$ cat src/rtl/alu_rr_arbiter.sv
// Round-robin front end sharing one combinational ALU between two requesters.
// One operation in flight: accept (IDLE) -> drive ALU (EXEC) -> hold result (RESP).
module alu_rr_arbiter #(
   parameter int unsigned W = 4
) (
   input  logic         clk,
   input  logic         rst,
   input  logic         req0_valid,
   output logic         req0_ready,
   input  logic [W-1:0] req0_a,
   input  logic [W-1:0] req0_b,
   input  logic [2:0]   req0_sel,
   input  logic         req1_valid,
   output logic         req1_ready,
   input  logic [W-1:0] req1_a,
   input  logic [W-1:0] req1_b,
   input  logic [2:0]   req1_sel,
   output logic         resp0_valid,
   input  logic         resp0_ready,
   output logic         resp1_valid,
   input  logic         resp1_ready,
   output logic [W-1:0] resp_data,
   output logic         resp_cf,
   output logic         resp_of,
   output logic         resp_zf,
   output logic [W-1:0] alu_a,
   output logic [W-1:0] alu_b,
   output logic [2:0]   alu_sel,
   input  logic [W-1:0] alu_out,
   input  logic         alu_cf,
   input  logic         alu_of,
   input  logic         alu_zf,
   output logic         busy
);

   typedef enum logic [1:0] {IDLE, EXEC, RESP} state_t;

   state_t state, state_nx;
   logic   ptr;
   logic   owner;
   logic   fire0, fire1;
   logic   done;

   always_comb begin
      // Pointer only breaks ties; a lone requester is always ready in IDLE.
      req0_ready  = (state == IDLE) & ~rst & (~ptr | ~req1_valid);
      req1_ready  = (state == IDLE) & ~rst & (ptr | ~req0_valid);
      fire0       = req0_valid & req0_ready;
      fire1       = req1_valid & req1_ready;
      resp0_valid = (state == RESP) & ~owner;
      resp1_valid = (state == RESP) & owner;
      done        = (state == RESP) & (owner ? resp1_ready : resp0_ready);
      busy        = (state != IDLE);
      state_nx    = state;
      case (state)
         IDLE:    if (fire0 | fire1) state_nx = EXEC;
         EXEC:    state_nx = RESP;
         RESP:    if (done) state_nx = IDLE;
         default: state_nx = IDLE;
      endcase
   end

   always_ff @(posedge clk) begin
      if (rst) begin
         state     <= IDLE;
         ptr       <= 1'b0;
         owner     <= 1'b0;
         alu_a     <= '0;
         alu_b     <= '0;
         alu_sel   <= '0;
         resp_data <= '0;
         resp_cf   <= 1'b0;
         resp_of   <= 1'b0;
         resp_zf   <= 1'b0;
      end else begin
         state <= state_nx;
         if (fire0) begin
            alu_a   <= req0_a;
            alu_b   <= req0_b;
            alu_sel <= req0_sel;
            owner   <= 1'b0;
            ptr     <= 1'b1;
         end else if (fire1) begin
            alu_a   <= req1_a;
            alu_b   <= req1_b;
            alu_sel <= req1_sel;
            owner   <= 1'b1;
            ptr     <= 1'b0;
         end
         if (state == EXEC) begin
            // The ALU leaves cf/of stale for non-arithmetic ops, so mask them here.
            resp_data <= alu_out;
            resp_zf   <= alu_zf;
            resp_cf   <= (alu_sel[2:1] == 2'b00) ? alu_cf : 1'b0;
            resp_of   <= (alu_sel[2:1] == 2'b00) ? alu_of : 1'b0;
         end
      end
   end

endmodule

$ cat config.mk
export PLATFORM = sky130hd
export DESIGN_NAME = alu_rr_arbiter
export DESIGN_NICKNAME = d
export VERILOG_FILES = /design/src/rtl/alu_rr_arbiter.sv
export SDC_FILE = /design/constraint.sdc
export NUM_CORES = 1
export LEC_CHECK = 0
export ABC_AREA = 0
export BUFFER_PORTS_ARGS = -buffer_cell sky130_fd_sc_hd__clkbuf_2
export CAP_MARGIN = 10
export CORE_ASPECT_RATIO = 1.2
export CORE_UTILIZATION = 46
export CTS_BUF_LIST = sky130_fd_sc_hd__clkbuf_4 sky130_fd_sc_hd__clkbuf_8 sky130_fd_sc_hd__clkbuf_16
export DETAILED_ROUTE_END_ITERATION = 8
export GPL_TIMING_DRIVEN = 0
export PLACE_DENSITY = 0.83
export SLEW_MARGIN = 20
export SYNTH_ARGS = -nofsm -noshare
export SYNTH_HDL_FRONTEND = slang
export SYNTH_SLANG_ARGS = --single-unit
$ cat constraint.sdc
create_clock -name clk -period 2.5 [get_ports clk]
set_clock_uncertainty 0.1 [all_clocks]
set_input_delay 0.5 -clock clk [delete_from_list [all_inputs] [get_ports clk]]
set_output_delay 0.5 -clock clk [all_outputs]
set_load 0.02 [all_outputs]
==> metrics.md, run 1 <==
| Metric | Value |
|---|---|
| Most frequent CP cell | buf_6 |
| Status | finished, final reports clean |
| Fin area | 1396 um^2 |
| CTS tree | done |
| Clk_lat worst skew | 0.30 ns |
| Met2 WL post-DR | 1.282 mm |
| Worst Hold Path EP | resp_zf$_SDFFE_PP0N_ |
| Slew Viols, Final | 0 |
| Number of cells upsized or downsized after cts | 0 |
| Synth top cells by count | dfxtp_1 (22), a21oi_1 (19), nand3_1 (13), nand2_1 (12) |
| Worst Reg-to-Reg Cells | 5 |
| Seq cells post-synth | 22 |
| Syn Std Cell Area | ~1000 um^2 |
| Root Driver | clkbuf_4 |
| N_diodes | 0 |
| Setup bufs post-CTS | 0 |
| Synth unique cells | 24 |
| Reg2Reg Launch Point | state[0]$_SDFFE_PP0P_ |
| Count of filler cells inserted in the layout | 200 |
| Area Overhead vs Synth | 36.76% |
| Max Used Layer | met4 |
| Initial antenna violation count | 0 |
| Max-Cap Viols | 0 |
| Die Span Y | 53.61 um |
| Final setup fails | 0 |
| Worst-path clk slew | about 0.13 ns |
| Routed Antenna Nets | 0 |
| Peak supply drop | between 0.3 and 0.4 mV |
| Syn Area/Cell | 8.234 um^2 |
| DR WL met3 | around 200 um |
| First-pass GRT wire length | between 4 and 5 mm |
| Top_reg_cell synth | dfxtp_1 |
| Die W | 45.01 um |
| GR Util All Layers | ~23% |
| Hold Crit Class | in2reg |
| H-tree Lvls | 1 |
| Total I/O pin count | between 50 and 60 |
| Worst stage delay on the critical path | approximately 0.42 ns |
| Most common cell in the netlist | dfxtp_1 |
| RSZ-0062 raised after global routing | false |
| Sequential-to-total area share from yosys stat | a little over two fifths |
| WS Path Type | reg2out |
| Vias | between 1k and 1.5k |
| Critical Path End Type | output pin |
| R2r endpoint | alu_sel[0]$_SDFFE_PP0P_ |
| Die area | around 2400 um^2 |
| HP Start | alu_zf |
| Post-synth top area cell | dfxtp_1 |
| Critical-path maximum fanout | 10 |
| Yosys top cell area share | 43.14% |
| CTS buffer count | 3 |
| Reg2Reg Setup Slack | approximately 0.76 ns |
| Min Hold Slack | ~0.3 ns |
| Worst slew pin tran | ~0.44 ns |
| Count of final hold-check violations | 0 |
| Ys Warns | 0 |
| Core area | 2072 um^2 |
| Gpl congestion | 0.7599 |
| CP max-delay cell | a2111o_1 |
| Clk buf depth | 2 |
| FP Rows | 18 |
| EDFF count, synth | 0 |
| Final worst slack | 0.3283 ns |
| GRT overflow | 0 |
| Critical Path RT | 1.90 ns |
| Placement Setup Slack | 0.4661 ns |
| Leak | 0.6169 nW |
| Via density | 5.372 |
| Largest net degree at the start of global routing | 14 |
| Fin nets | 221 |
| Initial DRC count | 23 |
| Final Critical Period | 2.172 ns |
| Post-Syn Nets | 159 |
| Synth area leaders | dfxtp_1 (43%), a311oi_1 (9.4%), a21oi_1 (9.3%) |
| Hold Path Depth | 3 |
| Number of remaining DRC errors | 0 |
| Final wirelength | roughly 2.5 mm |
| Initial DRT Pass Iterations | 4 |
| Post-DP HPWL | 1.903 mm |
| Proportion of layout cells with a drive suffix above 1 | 37.84% |
| Seq. cell area | 440.4 um^2 |
| Vias in the first global route | 986 |
| Crit share post-route | a little under 90% |
| Initial Util | 49.28% |
| Ys async rst share | 0% |
| DRT met1 WL | 1.033 mm |
| Area after DPL | 1344 um^2 |
| Worst-path cell chain | buf_6 > a2111o_1 > inv_2 > buf_6 > clkbuf_2 |
| Max Fclk | approximately 460 MHz |
| TritonCTS Sinks | 22 |
| Critical path arrival | 1.57 ns |
| Setup crit start kind | flip-flop |
| Hold-fix buffers, CTS | 0 |
| Area of the multi-input gates | 495.5 um^2 |
| Syn Inst Count | around 120 |
| Pwr Density | 645.3 nW/um^2 |
| Final setup TNS | 0 ns |
| Routed WL per cell | 11.75 um |
| Port Buf Inserts | 57 |
| Rel. slew slack | 70.35% |
placed cells by master (no fill, tap or decap):
cell        n
clkbuf_2   57
dfxtp_1    22
a21oi_1    19
nand3_1    13
nand2_1    12
o21ai_0    11
a311oi_1   11
clkbuf_1    8
buf_6       3
nor3b_1     3
clkbuf_4    3
buf_2       2
or2_2       2
inv_1       2
nor2b_1     2
nor3_1      2
mux2i_1     2
nor2_1      2
a2111o_1    1
inv_2       1
nand2b_1    1
nand3b_1    1
or3b_2      1
o22ai_1     1
and2_1      1
and2b_1     1
bufinv_16   1
logic make-up (layout without fill, tap and decap cells):
kind of cell | count (synthesis) | after routing | share of synthesized area (%)
compound gates | 43 | 43 | 25.86
simple gates | 41 | 41 | 20.71
flops | 22 | 22 | 43.14
buf+inv | 16 | 77 | 8.333
mux | 2 | 2 | 1.961
routing by layer:
metal / up-vias / global-route usage, %
met5: - / 0
met3: 2 / 4.027
met2: 58 / 43.96
met4: 0 / 9.091
li1: 572 / -
met1: 523 / 23.86
flip-flops by register name, summed over array words and instances (netlist names), 2 cells and up:
signal,cells
alu_sel,3
alu_b,4
alu_a,4
state,2
resp_data,4
area by class of cell:
| type | instances | area share [%] |
|---|---|---|
| Tap cell | 30 | 2.688 |
| Clock buffer | 3 | 1.613 |
| Clock inverter | 1 | 2.151 |
| Timing Repair Buffer | 57 | 20.43 |
| Multi-Input combinational cell | 86 | 35.48 |
| Sequential cell | 22 | 31.54 |
| Inverter | 3 | 0.8065 |
| Buffer | 13 | 5.287 |
power breakdown:
part	switching [mW]	internal, mW
logic	0.138	0.0950
clock network	0.107	0.162
registers	0.0180	0.382
total	0.263	0.638
critical path: cells and delay by family, from the launching register on:
family | cells | cell delay [ns]
compound gates | 1 | 0.42
buf+inv | 4 | 0.53
flops | 1 | 0.33
worst max path at each step:
stage	startpoint	end	slack, ns
global route	state[1]$_SDFFE_PP0P_	req0_ready	0.26
CTS	state[1]$_SDFFE_PP0P_	req0_ready	0.31
finish	state[1]$_SDFFE_PP0P_	req0_ready	0.33
detailed placement	req1_valid	req0_ready	0.47
floorplan	state[0]$_SDFFE_PP0P_	req1_ready	0.60
global placement	req1_valid	req0_ready	0.47
through the flow:
| step | utilization, % | power, mW | std cells |
|---|---|---|---|
| 2_1_floorplan | - | 0.5576 | 124 |
| 3_3_place_gp | 64.86 | 0.6345 | 211 |
| 3_5_place_dp | 64.86 | 0.6413 | 211 |
| 4_1_cts | 67.39 | 0.9086 | 215 |
| 5_1_grt | 67.39 | 0.9484 | 215 |
| 6_report | 67.39 | 0.9011 | 215 |
Power figures use the tool's default switching activity.
==> run 2: changes to the inputs <==
Settings changed: CORE_ASPECT_RATIO 1.2 to not set.
==> run 2 against run 1 <==
Sequential cell count is the same; sequential power is essentially flat; combinational power is essentially flat; critical endpoint unchanged.
==> metrics.md, run 2 (synthesis results as in run 1) <==
| Metric | Value |
|---|---|
| Setup crit start kind | flip-flop |
| RSZ-0062 raised after global routing | false |
| Largest net degree at the start of global routing | 13 (-1) |
| Clk_lat worst skew | 0.31 ns (about the same) |
| Crit share post-route | 87.44% (+0.58 points) |
| Port Buf Inserts | 57 (unchanged) |
| Clk buf depth | 2 (unchanged) |
| Leak | 0.6100 nW (-1.1%) |
| Initial DRC count | 23 (unchanged) |
| Max-Cap Viols | 0 (unchanged) |
| Max Fclk | 457.4 MHz (-0.66%) |
| Area Overhead vs Synth | 34.80% |
| Min Hold Slack | 0.2969 ns (-0.0009760 ns) |
| GR Util All Layers | 22.47% (-0.36 points) |
| Initial DRT Pass Iterations | 4 (unchanged) |
| CTS buffer count | 3 (unchanged) |
| Pwr Density | 604.7 nW/um^2 (-6.3%) |
| Worst slew pin tran | 0.4465 ns (+0.001662 ns) |
| Core area | 2022 um^2 (-2.4%) |
| WP buf/inv | 4 (unchanged) |
| WS Path Type | reg2out |
| Post-DP HPWL | 1.910 mm (+0.35%) |
| Via density | 5.368 (about the same) |
| Status | finished, final reports clean |
| Peak supply drop | 0.3817 mV (+9.7%) |
| Vias in the first global route | 1035 (+5.0%) |
| CP Depth | 5 (unchanged) |
| Final setup fails | 0 (unchanged) |
| Placed instance count | 208 (-1.4%) |
| R2r endpoint | alu_a[0]$_SDFFE_PP0P_ |
| Hold-fix buffers, CTS | 0 (unchanged) |
| Fin nets | 221 (unchanged) |
| FP Rows | 16 (-2) |
| Setup crit end | req0_ready |
| Vias | 1138 (-1.5%) |
| Final setup TNS | 0 ns (unchanged) |
| Critical Path RT | 1.90 ns (about the same) |
| Count of filler cells inserted in the layout | 181 (-9.5%) |
| Routed Antenna Nets | 0 (unchanged) |
| Most frequent cells in the layout | clkbuf_2 (57), dfxtp_1 (22), a21oi_1 (19) |
| Cell family with most CP delay | buffers and inverters |
| Slew Viols, Final | 0 (unchanged) |
| Hold Crit Class | in2reg |
| Worst stage delay on the critical path | 0.43 ns (about the same) |
| Overall Power | 0.8323 mW (-7.6%) |
| Most frequent CP cell | buf_6 |
| Number of cells upsized or downsized after cts | 0 (unchanged) |
| Root Driver | clkbuf_4 |
| Count of final hold-check violations | 0 (unchanged) |
| Setup bufs post-CTS | 0 (unchanged) |
| Final wirelength | 2.548 mm (+0.83%) |
| Reg2Reg Setup Slack | 0.76 ns (about the same) |
| Worst Reg-to-Reg Cells | 5 (unchanged) |
| Gpl congestion | 0.7796 (+2.6%) |
| Rel. slew slack | 70.23% (-0.11 points) |
| Final Critical Period | 2.186 ns (+0.01442 ns) |
| Total I/O pin count | 58 (unchanged) |
| N_diodes | 0 (unchanged) |
| Worst-path clk slew | 0.12 ns (about the same) |
| Worst setup startpoint | state[1]$_SDFFE_PP0P_ |
| Die area | 2412 um^2 (about the same) |
| Worst-path cell chain | buf_6 > a2111o_1 > inv_2 > buf_6 > clkbuf_2 |
| Routed WL per cell | 12.02 um (+2.3%) |
| Initial Util | 50.50% (+1.2 points) |
| Reg2Reg Launch Point | state[0]$_SDFFE_PP0P_ |
| Die W | 49.11 um (+9.1%) |
| CP max-delay cell | a2111o_1 |
| Commonest non-fill, non-tap cell in the layout | clkbuf_2 |
| Critical-path maximum fanout | 10 (unchanged) |
| TritonCTS Sinks | 22 (unchanged) |
| Critical path arrival | 1.59 ns (+0.02 ns) |
| Biggest regs | alu_a (4), alu_b (4), resp_data (4) |
| H-tree Lvls | 1 (unchanged) |
| GRT overflow | 0 (unchanged) |
| CTS tree | done |
| First-pass GRT wire length | 4.257 mm (+4.7%) |
| Critical Path End Type | output pin |
| Number of remaining DRC errors | 0 (unchanged) |
| Finished Layout Cells | 212 (-1.4%) |
| Proportion of layout cells with a drive suffix above 1 | 37.84% (unchanged) |
| Initial antenna violation count | 0 (unchanged) |
| Die Span Y | 49.11 um (-8.4%) |
==> run 2: changes by cell type in the layout (fill, tap and decap cells not counted), sizes merged <==
| cell | before | now |
|---|---|---|
| bufinv | 1 | 0 |
| clkbuf | 68 | 69 |
==> run 2: per-stage QoR <==
| step | setup slack (ns) | instance area [um^2] | utilization (%) |
|---|---|---|---|
| floorplan | 0.5983 | 1021 | - |
| global placement | 0.4619 | 1340 | 66.27 |
| detailed placement | 0.4604 | 1340 | 66.27 |
| CTS | 0.3002 | 1376 | 68.07 |
| global route | 0.2052 | 1376 | 68.07 |
| finish | 0.3139 | 1376 | 68.07 |
==> run 2: area by class of cell <==
cell class / instances / area, um^2 / share of cell area (%)
Multi-Input combinational cell: 86 / 495.5 / 36.00
Sequential cell: 22 / 440.4 / 32.00
Timing Repair Buffer: 57 / 285.3 / 20.73
Buffer: 13 / 73.82 / 5.364
Clock buffer: 4 / 36.28 / 2.636
Tap cell: 27 / 33.78 / 2.455
Inverter: 3 / 11.26 / 0.8182
==> run 2: how the worst min path moves through the flow <==
stage                              start                        end  slack (ns)  depth (start not counted)
2_1_floorplan           ptr$_SDFFE_PP0P_           ptr$_SDFFE_PP0P_        0.41                          2
3_3_place_gp   resp_data[0]$_SDFFE_PP0N_  resp_data[0]$_SDFFE_PP0N_        0.34                          2
3_5_place_dp   resp_data[3]$_SDFFE_PP0N_  resp_data[3]$_SDFFE_PP0N_        0.35                          2
4_1_cts                       alu_out[3]  resp_data[3]$_SDFFE_PP0N_        0.29                          3
5_1_grt                       alu_out[1]  resp_data[1]$_SDFFE_PP0N_        0.29                          3
6_report                      alu_out[3]  resp_data[3]$_SDFFE_PP0N_        0.30                          3
==> run 2: layer usage <==
metal	routed length, um	vias to the layer above	track usage [%]
met4	31	0	9.314
met3	215	5	4.050
met1	1106	504	26.89
li1	-	569	-
met2	1194	60	39.04
met5	0	-	0
==> run 2: power by group <==
part           total (mW)  switching [mW]  internal (mW)
Sequential          0.399          0.0174          0.382
Combinational       0.234           0.139         0.0950
Clock               0.199           0.110         0.0889
==> run 2: worst min-delay path, stage by stage <==
cell and delay (ns):
clkbuf_2 0.08, nand2_1 0.04, a21oi_1 0.05
==> run 3: changes to the inputs <==
Settings changed: REMOVE_ABC_BUFFERS set to 1.
==> run 3 against run 2 <==
Global-route usage up 0.42 points; clock-buffer cell count down 1; sequential power up 2%; worst setup slack worse by 0.20 ns; maximum frequency down 8.3%; design area down 6.0%; power down 7.4%; non-clock buffer count down 13; sequential cell count unchanged; via count down 6.3%; first-iteration DRC count down 65%; worst hold slack better by 0.019 ns; highest routed layer unchanged.
==> metrics.md, run 3 (synthesis results as in run 1) <==
| Metric | Value |
|---|---|
| Worst stage delay on the critical path | 0.54 ns (+0.11 ns) |
| Die area | 2412 um^2 (unchanged) |
| Vias | 1066 (-6.3%) |
| Max Fclk | 419.6 MHz (-8.3%) |
| CTS buffer count | 3 (unchanged) |
| RSZ-0062 raised after global routing | false |
| Routed Antenna Nets | 0 (unchanged) |
| Critical-path maximum fanout | 24 (+14) |
| Leak | 0.5679 nW (-6.9%) |
| Proportion of layout cells with a drive suffix above 1 | 38.01% (+0.17 points) |
| Reg2Reg Launch Point | state[0]$_SDFFE_PP0P_ |
| Commonest non-fill, non-tap cell in the layout | clkbuf_2 |
| Status | finished, final reports clean |
| Final setup fails | 0 (unchanged) |
| Worst setup startpoint | rst |
| Pwr Density | 595.7 nW/um^2 (-1.5%) |
| Max Used Layer | met4 |
| Area Overhead vs Synth | 26.72% |
| Critical Path RT | 1.90 ns (about the same) |
| Count of final hold-check violations | 0 (unchanged) |
| Die Span Y | 49.11 um (unchanged) |
| Routed WL per cell | 12.69 um (+5.6%) |
| Worst slew pin tran | 0.6666 ns (+0.2201 ns) |
| Worst-path cell chain | clkbuf_2 > a2111o_1 > inv_2 > clkbuf_2 |
| Finished Layout Cells | 198 (-6.6%) |
| Crit share post-route | 95.34% (+7.9 points) |
| Met2 WL post-DR | 1.270 mm (+6.4%) |
| Initial Util | 50.50% (unchanged) |
| H-tree Lvls | 1 (unchanged) |
| Number of remaining DRC errors | 0 (unchanged) |
| Final worst slack | 0.1166 ns (-0.1973 ns) |
| Vias in the first global route | 1013 (-2.1%) |
| Core area | 2022 um^2 (unchanged) |
| Die W | 49.11 um (unchanged) |
| Total I/O pin count | 58 (unchanged) |
| WP buf/inv | 3 (-1) |
| Cell family with most CP delay | buffers and inverters |
| Initial DRC count | 8 (-65%) |
| Placement Setup Slack | 0.1256 ns (-0.3348 ns) |
| Setup bufs post-CTS | 0 (unchanged) |
| Setup crit start kind | input pin |
| DRT met1 WL | 1.047 mm (-5.3%) |
| Worst-path clk slew | 0.11 ns (about the same) |
| Post-DP HPWL | 1.872 mm (-2.0%) |
| Final Critical Period | 2.383 ns (+0.1973 ns) |
| Slew Viols, Final | 0 (unchanged) |
| Setup crit end | req0_ready |
| Hold Crit Class | in2reg |
| CP Depth | 4 (-1) |
| R2r endpoint | alu_b[2]$_SDFFE_PP0P_ |
| TritonCTS Sinks | 22 (unchanged) |
| DR WL met3 | 181 um (-16%) |
| Final setup TNS | 0 ns (unchanged) |
| Rel. slew slack | 55.32% (-15 points) |
| Worst Reg-to-Reg Cells | 3 (-2) |
| Placed instance count | 195 (-6.3%) |
| Overall Power | 0.7706 mW (-7.4%) |
| Clk_lat worst skew | 0.30 ns (about the same) |
| CP max-delay cell | a2111o_1 |
| Final wirelength | 2.513 mm (-1.4%) |
| Peak supply drop | 0.2966 mV (-22%) |
| Largest net degree at the start of global routing | 25 (+12) |
| CTS tree | done |
| Max-Cap Viols | 0 (unchanged) |
| Reg2Reg Setup Slack | 0.59 ns (-0.17 ns) |
| Via density | 5.384 (+0.30%) |
| Hold-fix buffers, CTS | 0 (unchanged) |
| N_diodes | 0 (unchanged) |
| Port Buf Inserts | 57 (unchanged) |
| Initial DRT Pass Iterations | 4 (unchanged) |
| Root Driver | clkbuf_4 |
| Most frequent cells in the layout | clkbuf_2 (57), dfxtp_1 (22), a21oi_1 (19) |
| Number of cells upsized or downsized after cts | 0 (unchanged) |
| Critical path arrival | 1.78 ns (+0.19 ns) |
| Most frequent CP cell | clkbuf_2 |
| GR Util All Layers | 22.89% (+0.42 points) |
| First-pass GRT wire length | 4.271 mm (+0.33%) |
| Biggest regs | alu_a (4), alu_b (4), resp_data (4) |
| WS Path Type | in2out |
| GRT overflow | 0 (unchanged) |
| Gpl congestion | 0.7309 (-6.2%) |
| Critical Path End Type | output pin |
| FP Rows | 16 (unchanged) |
| Fin nets | 208 (-5.9%) |
| Initial antenna violation count | 0 (unchanged) |
| Clk buf depth | 2 (unchanged) |
[run 3: cell types whose count changed in the layout (fill, tap and decap cells not counted), sizes merged]
cell    change
clkbuf      -9
buf         -5
[run 3: metrics by stage]
step	hold WS (ns)	instance area, um^2	util (%)
after global placement	0.3409	1266	62.62
after floorplan	0.4118	947.2	-
final	0.3154	1294	63.99
after CTS	0.2999	1294	63.99
after detailed placement	0.3549	1271	62.87
after global routing	0.3126	1294	63.99
[run 3: tightest hold or removal path: cells and delay by family]
family	cells	cell delay, ns
and+or+nand+nor	1	0.04
AOI/OAI and AO/OA	1	0.05
buffers and inverters	1	0.08
[run 3: layout make-up]
type	instances	area (um^2)
clock buffer	3	22.52
fill	199	728.2
inverter	3	11.26
multi-input combinational	86	500.5
sequential	22	440.4
tap	27	33.78
timing repair buffer	57	285.3
[run 3: metal layers]
layer	up-vias	global-route usage [%]
met4	0	8.824
met2	50	43.15
met1	471	24.85
met5	-	0
li1	543	-
met3	2	4.050
[run 3: worst min-delay path by stage]
| stage | to | startpoint | cells past startpoint |
|---|---|---|---|
| floorplan | ptr$_SDFFE_PP0P_ | ptr$_SDFFE_PP0P_ | 2 |
| global placement | resp_data[3]$_SDFFE_PP0N_ | resp_data[3]$_SDFFE_PP0N_ | 2 |
| detailed placement | resp_zf$_SDFFE_PP0N_ | resp_zf$_SDFFE_PP0N_ | 2 |
| CTS | resp_zf$_SDFFE_PP0N_ | alu_zf | 3 |
| global route | resp_data[0]$_SDFFE_PP0N_ | alu_out[0] | 3 |
| finish | resp_zf$_SDFFE_PP0N_ | alu_zf | 3 |
[run 3: where the power goes]
part | internal [mW] | switching (mW) | total, mW
Sequential | 0.382 | 0.0242 | 0.406
Clock | 0.0561 | 0.0975 | 0.154
Combinational | 0.0821 | 0.129 | 0.211
Total | 0.520 | 0.251 | 0.771
